`src/rtl/mod_sample_sched.sv`:
```
// -----------------------------------------------------------------------------
// mod_sample_sched
//
// Purpose:
//   Schedules 8-bit samples from two sample FIFOs (src0 = host stream,
//   src1 = local test/beacon source) into the PWM modulator's FIFO-style
//   input. One sample is prefetched into "nxt" while the modulator works on
//   "cur". "cur" only changes when the modulator consumes, so the sample it
//   sees is stable for the whole PWM symbol. When no source can supply a
//   sample, a mid-scale fill sample can be injected so the carrier never
//   stops.
//
// Ports:
//   i_clk, i_rst_n       system clock, asynchronous active-low reset
//   i_enable             allow new fetches from the sources
//   i_mode               0=src0 only, 1=src1 only, 2=round-robin burst,
//                        3=fixed priority src0
//   i_fill_en            enable underrun fill
//   i_srcN_data          source FIFO read data, valid 1 cycle after read
//   i_srcN_empty         source FIFO empty
//   o_srcN_read          source FIFO read strobe
//   o_mod_sample         sample presented to the modulator ("cur")
//   o_mod_empty          no prefetched sample available
//   i_mod_read           modulator consume strobe
//   o_active_src         source of the last granted fetch
//   o_underrun_cnt       saturating count of inserted fill samples
//   o_busy               fetch in flight or prefetch valid
//
// States:
//   ST_IDLE    | waiting for an empty prefetch slot; arbitrates, issues the
//              | read strobe or inserts a fill sample
//   ST_CAPTURE | read issued last cycle; latch source data into nxt
// -----------------------------------------------------------------------------
module mod_sample_sched #(
    parameter int SAMPLE_W    = 8,
    parameter int BURST_LEN   = 16,
    parameter int IDLE_SAMPLE = 128,
    parameter int CNT_W       = 16
) (
    input  logic                i_clk,
    input  logic                i_rst_n,
    input  logic                i_enable,
    input  logic [1:0]          i_mode,
    input  logic                i_fill_en,
    input  logic [SAMPLE_W-1:0] i_src0_data,
    input  logic                i_src0_empty,
    output logic                o_src0_read,
    input  logic [SAMPLE_W-1:0] i_src1_data,
    input  logic                i_src1_empty,
    output logic                o_src1_read,
    output logic [SAMPLE_W-1:0] o_mod_sample,
    output logic                o_mod_empty,
    input  logic                i_mod_read,
    output logic                o_active_src,
    output logic [CNT_W-1:0]    o_underrun_cnt,
    output logic                o_busy
);

    localparam int                  BC_W     = $clog2(BURST_LEN + 1);
    localparam logic [BC_W-1:0]     LP_BURST = BC_W'(BURST_LEN);
    localparam logic [SAMPLE_W-1:0] LP_IDLE  = SAMPLE_W'(IDLE_SAMPLE);

    localparam logic [1:0] MODE_SRC0 = 2'd0;
    localparam logic [1:0] MODE_SRC1 = 2'd1;
    localparam logic [1:0] MODE_RR   = 2'd2;
    localparam logic [1:0] MODE_PRIO = 2'd3;

    typedef enum logic {
        ST_IDLE    = 1'b0,
        ST_CAPTURE = 1'b1
    } state_t;

    state_t                r_state;
    state_t                w_state_nxt;

    logic [SAMPLE_W-1:0]   r_cur;
    logic [SAMPLE_W-1:0]   r_nxt;
    logic                  r_nxt_valid;
    logic [BC_W-1:0]       r_burst_cnt;
    logic                  r_active_src;
    logic [CNT_W-1:0]      r_underrun_cnt;
    logic [1:0]            r_mode_q;

    logic                  w_elig0;
    logic                  w_elig1;
    logic                  w_cur_elig;
    logic                  w_oth_elig;
    logic                  w_mode_chg;
    logic [BC_W-1:0]       w_cnt_eff;
    logic [BC_W-1:0]       w_cnt_inc;
    logic                  w_grant_vld;
    logic                  w_grant_src;
    logic                  w_burst_clr;
    logic                  w_slot_free;
    logic                  w_grant_go;
    logic                  w_fill_go;
    logic                  w_consume;

    assign w_elig0    = ~i_src0_empty;
    assign w_elig1    = ~i_src1_empty;
    assign w_cur_elig = r_active_src ? w_elig1 : w_elig0;
    assign w_oth_elig = r_active_src ? w_elig0 : w_elig1;

    // A mode change restarts the burst count; the arbiter must already see
    // the cleared count in the same cycle the new mode first appears.
    assign w_mode_chg = (i_mode != r_mode_q);
    assign w_cnt_eff  = w_mode_chg ? '0 : r_burst_cnt;
    assign w_cnt_inc  = (w_cnt_eff == LP_BURST) ? w_cnt_eff : w_cnt_eff + BC_W'(1);

    assign w_consume   = i_mod_read & r_nxt_valid;
    // nxt_valid=0 already excludes a consume in the same cycle.
    assign w_slot_free = (r_state == ST_IDLE) & i_enable & ~r_nxt_valid;
    assign w_grant_go  = w_slot_free & w_grant_vld;
    assign w_fill_go   = w_slot_free & ~w_grant_vld & i_fill_en;

    // -------------------------------------------------------------------------
    // Arbitration
    // -------------------------------------------------------------------------
    always_comb begin
        w_grant_vld = 1'b0;
        w_grant_src = r_active_src;
        w_burst_clr = 1'b0;
        case (i_mode)
            MODE_SRC0: begin
                if (w_elig0) begin
                    w_grant_vld = 1'b1;
                    w_grant_src = 1'b0;
                end
            end
            MODE_SRC1: begin
                if (w_elig1) begin
                    w_grant_vld = 1'b1;
                    w_grant_src = 1'b1;
                end
            end
            MODE_PRIO: begin
                if (w_elig0) begin
                    w_grant_vld = 1'b1;
                    w_grant_src = 1'b0;
                end else if (w_elig1) begin
                    w_grant_vld = 1'b1;
                    w_grant_src = 1'b1;
                end
            end
            MODE_RR: begin
                if (w_cur_elig && (w_cnt_eff < LP_BURST)) begin
                    w_grant_vld = 1'b1;
                    w_grant_src = r_active_src;
                end else if (w_oth_elig) begin
                    w_grant_vld = 1'b1;
                    w_grant_src = ~r_active_src;
                    w_burst_clr = 1'b1;
                end else if (w_cur_elig) begin
                    // burst exhausted but nobody else wants the slot
                    w_grant_vld = 1'b1;
                    w_grant_src = r_active_src;
                    w_burst_clr = 1'b1;
                end
            end
            default: begin
                w_grant_vld = 1'b0;
            end
        endcase
    end

    // -------------------------------------------------------------------------
    // FSM
    // -------------------------------------------------------------------------
    always_ff @(posedge i_clk or negedge i_rst_n) begin
        if (!i_rst_n) begin
            r_state <= ST_IDLE;
        end else begin
            r_state <= w_state_nxt;
        end
    end

    // The read strobes are decoded from ST_IDLE so the FIFO pops on the grant
    // edge and its data is valid during ST_CAPTURE. They are gated with the
    // reset so a FIFO never sees a strobe while the block is held in reset.
    always_comb begin
        w_state_nxt = r_state;
        o_src0_read = 1'b0;
        o_src1_read = 1'b0;
        case (r_state)
            ST_IDLE: begin
                if (w_grant_go) begin
                    w_state_nxt = ST_CAPTURE;
                    o_src0_read = ~w_grant_src & i_rst_n;
                    o_src1_read = w_grant_src & i_rst_n;
                end
            end
            ST_CAPTURE: begin
                w_state_nxt = ST_IDLE;
            end
            default: begin
                w_state_nxt = ST_IDLE;
            end
        endcase
    end

    // -------------------------------------------------------------------------
    // Sample storage, burst tracking, underrun counter
    // -------------------------------------------------------------------------
    always_ff @(posedge i_clk or negedge i_rst_n) begin
        if (!i_rst_n) begin
            r_cur          <= LP_IDLE;
            r_nxt          <= LP_IDLE;
            r_nxt_valid    <= 1'b0;
            r_burst_cnt    <= '0;
            r_active_src   <= 1'b0;
            r_underrun_cnt <= '0;
            r_mode_q       <= 2'd0;
        end else begin
            r_mode_q <= i_mode;

            if (r_state == ST_CAPTURE) begin
                r_burst_cnt <= w_cnt_inc;
            end else if (w_grant_go && w_burst_clr) begin
                r_burst_cnt <= '0;
            end else begin
                r_burst_cnt <= w_cnt_eff;
            end

            if (w_grant_go) begin
                r_active_src <= w_grant_src;
            end

            // Capture and consume never coincide: capture only follows a
            // grant, which requires the prefetch slot to be empty.
            if (w_consume) begin
                r_cur       <= r_nxt;
                r_nxt_valid <= 1'b0;
            end else if (r_state == ST_CAPTURE) begin
                r_nxt       <= r_active_src ? i_src1_data : i_src0_data;
                r_nxt_valid <= 1'b1;
            end else if (w_fill_go) begin
                r_nxt       <= LP_IDLE;
                r_nxt_valid <= 1'b1;
                if (r_underrun_cnt != '1) begin
                    r_underrun_cnt <= r_underrun_cnt + CNT_W'(1);
                end
            end
        end
    end

    assign o_mod_sample   = r_cur;
    assign o_mod_empty    = ~r_nxt_valid;
    assign o_active_src   = r_active_src;
    assign o_underrun_cnt = r_underrun_cnt;
    assign o_busy         = (r_state == ST_CAPTURE) | r_nxt_valid;

endmodule

```
`config.mk`:
```
export PLATFORM = sky130hd
export DESIGN_NAME = mod_sample_sched
export DESIGN_NICKNAME = d
export VERILOG_FILES = /design/src/rtl/mod_sample_sched.sv
export SDC_FILE = /design/constraint.sdc
export NUM_CORES = 1
export LEC_CHECK = 0
export BUFFER_PORTS_ARGS = -buffer_cell sky130_fd_sc_hd__buf_2
export CAP_MARGIN = 20
export CORE_UTILIZATION = 30
export CTS_BUF_LIST = sky130_fd_sc_hd__clkbuf_8
export CTS_CLUSTER_SIZE = 12
export DETAILED_ROUTE_END_ITERATION = 16
export PLACE_DENSITY_LB_ADDON = 0.1
export SLEW_MARGIN = 20
export SYNTH_ARGS = -nofsm -noshare
export SYNTH_HDL_FRONTEND = slang
export SYNTH_SLANG_ARGS = --single-unit
```
`constraint.sdc`:
```
create_clock -name i_clk -period 5.5 [get_ports i_clk]
set_input_delay 0.55 -clock i_clk [delete_from_list [all_inputs] [get_ports i_clk]]
set_output_delay 0.55 -clock i_clk [all_outputs]
set_load 0.05 [all_outputs]
```
==> impl_metrics.toml <==
[sta]
hold_viol = 0
fin_crit_ns = 2.992
fin_crit_sh_pct = 54.40
setup_viol = 0
fmax_mhz = 334.2
maxSlewViolCount = 0
tightest_slew_ns = 0.6264
whs_ns = 0.3361
tns_ns = 0
rsz0062_at_grt = "no"
finalClockSkew_ns = 0.002110
slew_headroom_pct = 58.24
worst_slack_ns = 2.508

[logic_synthesis]
yosys.area.top_type_share_pct = 44.97
synthesis.area_um2 = 2226
avgSynthCellArea_um2 = 10.35
netlist_top_cells_area = "dfrtp_1 45%, mux2_2 9.1%, xor2_1 5.1%"
postSynthCellCount = 215
ys_warn_count = 0
syn_nets = 247
synth-seq-area-share_pct = 47.33
yosysUniqueCellTypes = 43
ys_seq_elements = 42
netlist.top_cell.by_area = "dfrtp_1"

[clock_tree]
cts.sink_count = 42
ctsResizeCount = 0
postCtsHoldBufs = 0
cts_buffer_depth = 2
clk_pin_slew_ns = 0.08
cts_setup_buffers = 0
cts_buffers = 5
cts.htree.levels = 2
cts_root_buffer = "clkbuf_8"
clk_latency_ns = 0.29
cts_tree = "built"

[floorplan]
core-area_um2 = 7214
die_w_um = 88.14
pin_count = 54
die_area_um2 = 7768
initial_core_util_pct = 30.85
die_y_um = 88.14
rows = 31

[global_routing]
globalRouteOverflowTotal = 0
grt_pass1_vias = 1587
grt_pass1_wl_mm = 7.914
grt_max_degree = 44
grtUsageTotal_pct = 13.33
antenna_found_initial = 0

[placement]
post-place-cells = 363
place_area_um2 = 2591
globalplace.congestion = 0.7886
place_hpwl_mm = 3.420
portBuffers = 53
pre_cts_ws_ns = 2.733

[final_layout]
fillers = 761
areaGrowthSynthToFinish_pct = 21.47
nNetsFinal = 303
drive_gt1_share_pct = 34.32
fin_cells = 370
finish.instance_area_um2 = 2704
diodes = 0
multiInputGateArea_um2 = 1104
post-route-util_pct = 37.48
seq_area_um2 = 1054

[critical_path]
r2r-end = "o_underrun_cnt[11]"
path_class = "reg2out"
reg2reg_depth = 4
worst_setup_path_start_kind = "register"
cp-end-kind = "output port"
worst_path_largest_cell_delay_ns = 0.71
crit_fanout = 16
crit_path_top_delay_cell = "dfrtp_1"
r2r_start = "r_state"
critPathRequiredTime_ns = 4.95
crit_buf_inv = 1
arrival_ns = 2.44
ff2ff_setup_slack_ns = 3.36
crit_family = "flip-flops"
crit_path_cell_trace = "nand2b_1, a31o_2, and3_1, o32ai_1, nor2b_1, buf_2"

[routing]
postRouteAntennaNets = 0
drt_pass1_iterations = 5
drt_iter0_markers = 31
wl_mm = 4.813
vias = 1704
post_drt_wl_per_cell_um = 13.01
vias_per_cell = 4.605
drc_errors = 0

[power_and_ir_drop]
vdd_drop_max_v = 0.0002748
p_total_mw = 1.075
p_per_area_nw_per_um2 = 397.5
p_leak_nw = 1.342

[run_status]
status = "finished clean"

[hold_path]
hp-class = "in2async"

[flow_run]
maxCapViolCount = 0
## sequential cells by signal, summed over array words and instances (netlist names)
register	cells
r_state	1
o_underrun_cnt	16
r_nxt_valid	1
o_mod_sample	8
o_active_src	1
r_mode_q	2
r_nxt	8
r_burst_cnt	5
## cell usage after synthesis, drive strengths merged
library cell,instances
a31o,1
nor2b,1
nand4b,1
o21ai,12
nand2b,3
buf,4
nor4b,1
dfrtp,40
a21oi,4
ha,7
and2,1
o32ai,1
xor2,13
or2,4
a31oi,1
nand3,12
and3,1
nor2,13
mux2,19
or4,1
nor3,5
dfstp,2
nand2,30
nor4,4
o31ai,1
clkbuf,1
nand4,7
or3b,1
a32oi,1
nor3b,1
o41ai,2
xnor2,4
and4bb,1
a21o,2
mux2i,3
inv,10
## how the worst max path moves through the flow
stage	from	end	slack [ns]	cells after the start
after floorplan	o_active_src	o_src1_read	2.70	5
after global placement	i_mode[0]	o_src1_read	2.78	7
after detailed placement	i_mode[1]	o_src1_read	2.73	7
after CTS	o_active_src	o_src1_read	2.45	6
after global routing	o_active_src	o_src1_read	2.28	6
final	o_active_src	o_src1_read	2.51	6
## cells in the final DEF (no fill, tap or decap), types with 2 or more instances in the layout
cell | netlist | layout
inv_1 | 10 | 10
a21oi_1 | 4 | 4
nand2b_1 | 3 | 3
dfstp_2 | 2 | 2
ha_1 | 7 | 7
xnor2_1 | 4 | 4
nor3_1 | 5 | 5
nand4_1 | 6 | 6
clkbuf_8 | 0 | 6
buf_2 | 1 | 53
nand3_1 | 12 | 12
mux2i_1 | 3 | 3
a21o_1 | 2 | 2
xor2_1 | 13 | 13
nor2_1 | 13 | 13
mux2_2 | 18 | 18
nor4_1 | 4 | 4
nand2_1 | 30 | 30
o21ai_0 | 11 | 11
dfrtp_1 | 40 | 40
or2_2 | 4 | 4
## cell type report
| class | instances | share of cell area [%] |
|---|---|---|
| Tap cell | 99 | 4.581 |
| Multi-Input combinational cell | 158 | 40.81 |
| Timing Repair Buffer | 54 | 10.09 |
| Sequential cell | 42 | 38.96 |
| Clock buffer | 6 | 3.054 |
| Clock inverter | 1 | 1.111 |
| Inverter | 10 | 1.388 |
## report_power, final
group	total, mW	switching [mW]	internal [mW]
registers	0.431	0.0648	0.367
logic	0.392	0.263	0.129
clock network	0.251	0.106	0.145
## cell families after synthesis
logic type | after synthesis | share of synthesized area, %
AO/OA/AOI/OAI | 25 | 7.533
XOR/XNOR | 17 | 6.689
adder cells (fa/ha/maj) | 7 | 3.935
buffers and inverters | 15 | 3.091
flip-flops | 42 | 47.33
multiplexers | 22 | 11.13
AND/OR/NAND/NOR | 87 | 20.29
## layer usage
metal  vias to the layer above  routed length, um  track usage (%)
met5                         -                  0                0
met4                         0                 63            3.959
met3                         5                204            3.016
met2                        42               2026            19.80
met1                       798               2518            19.33
li1                        859                  -                -
Power figures use the tool's default switching activity.
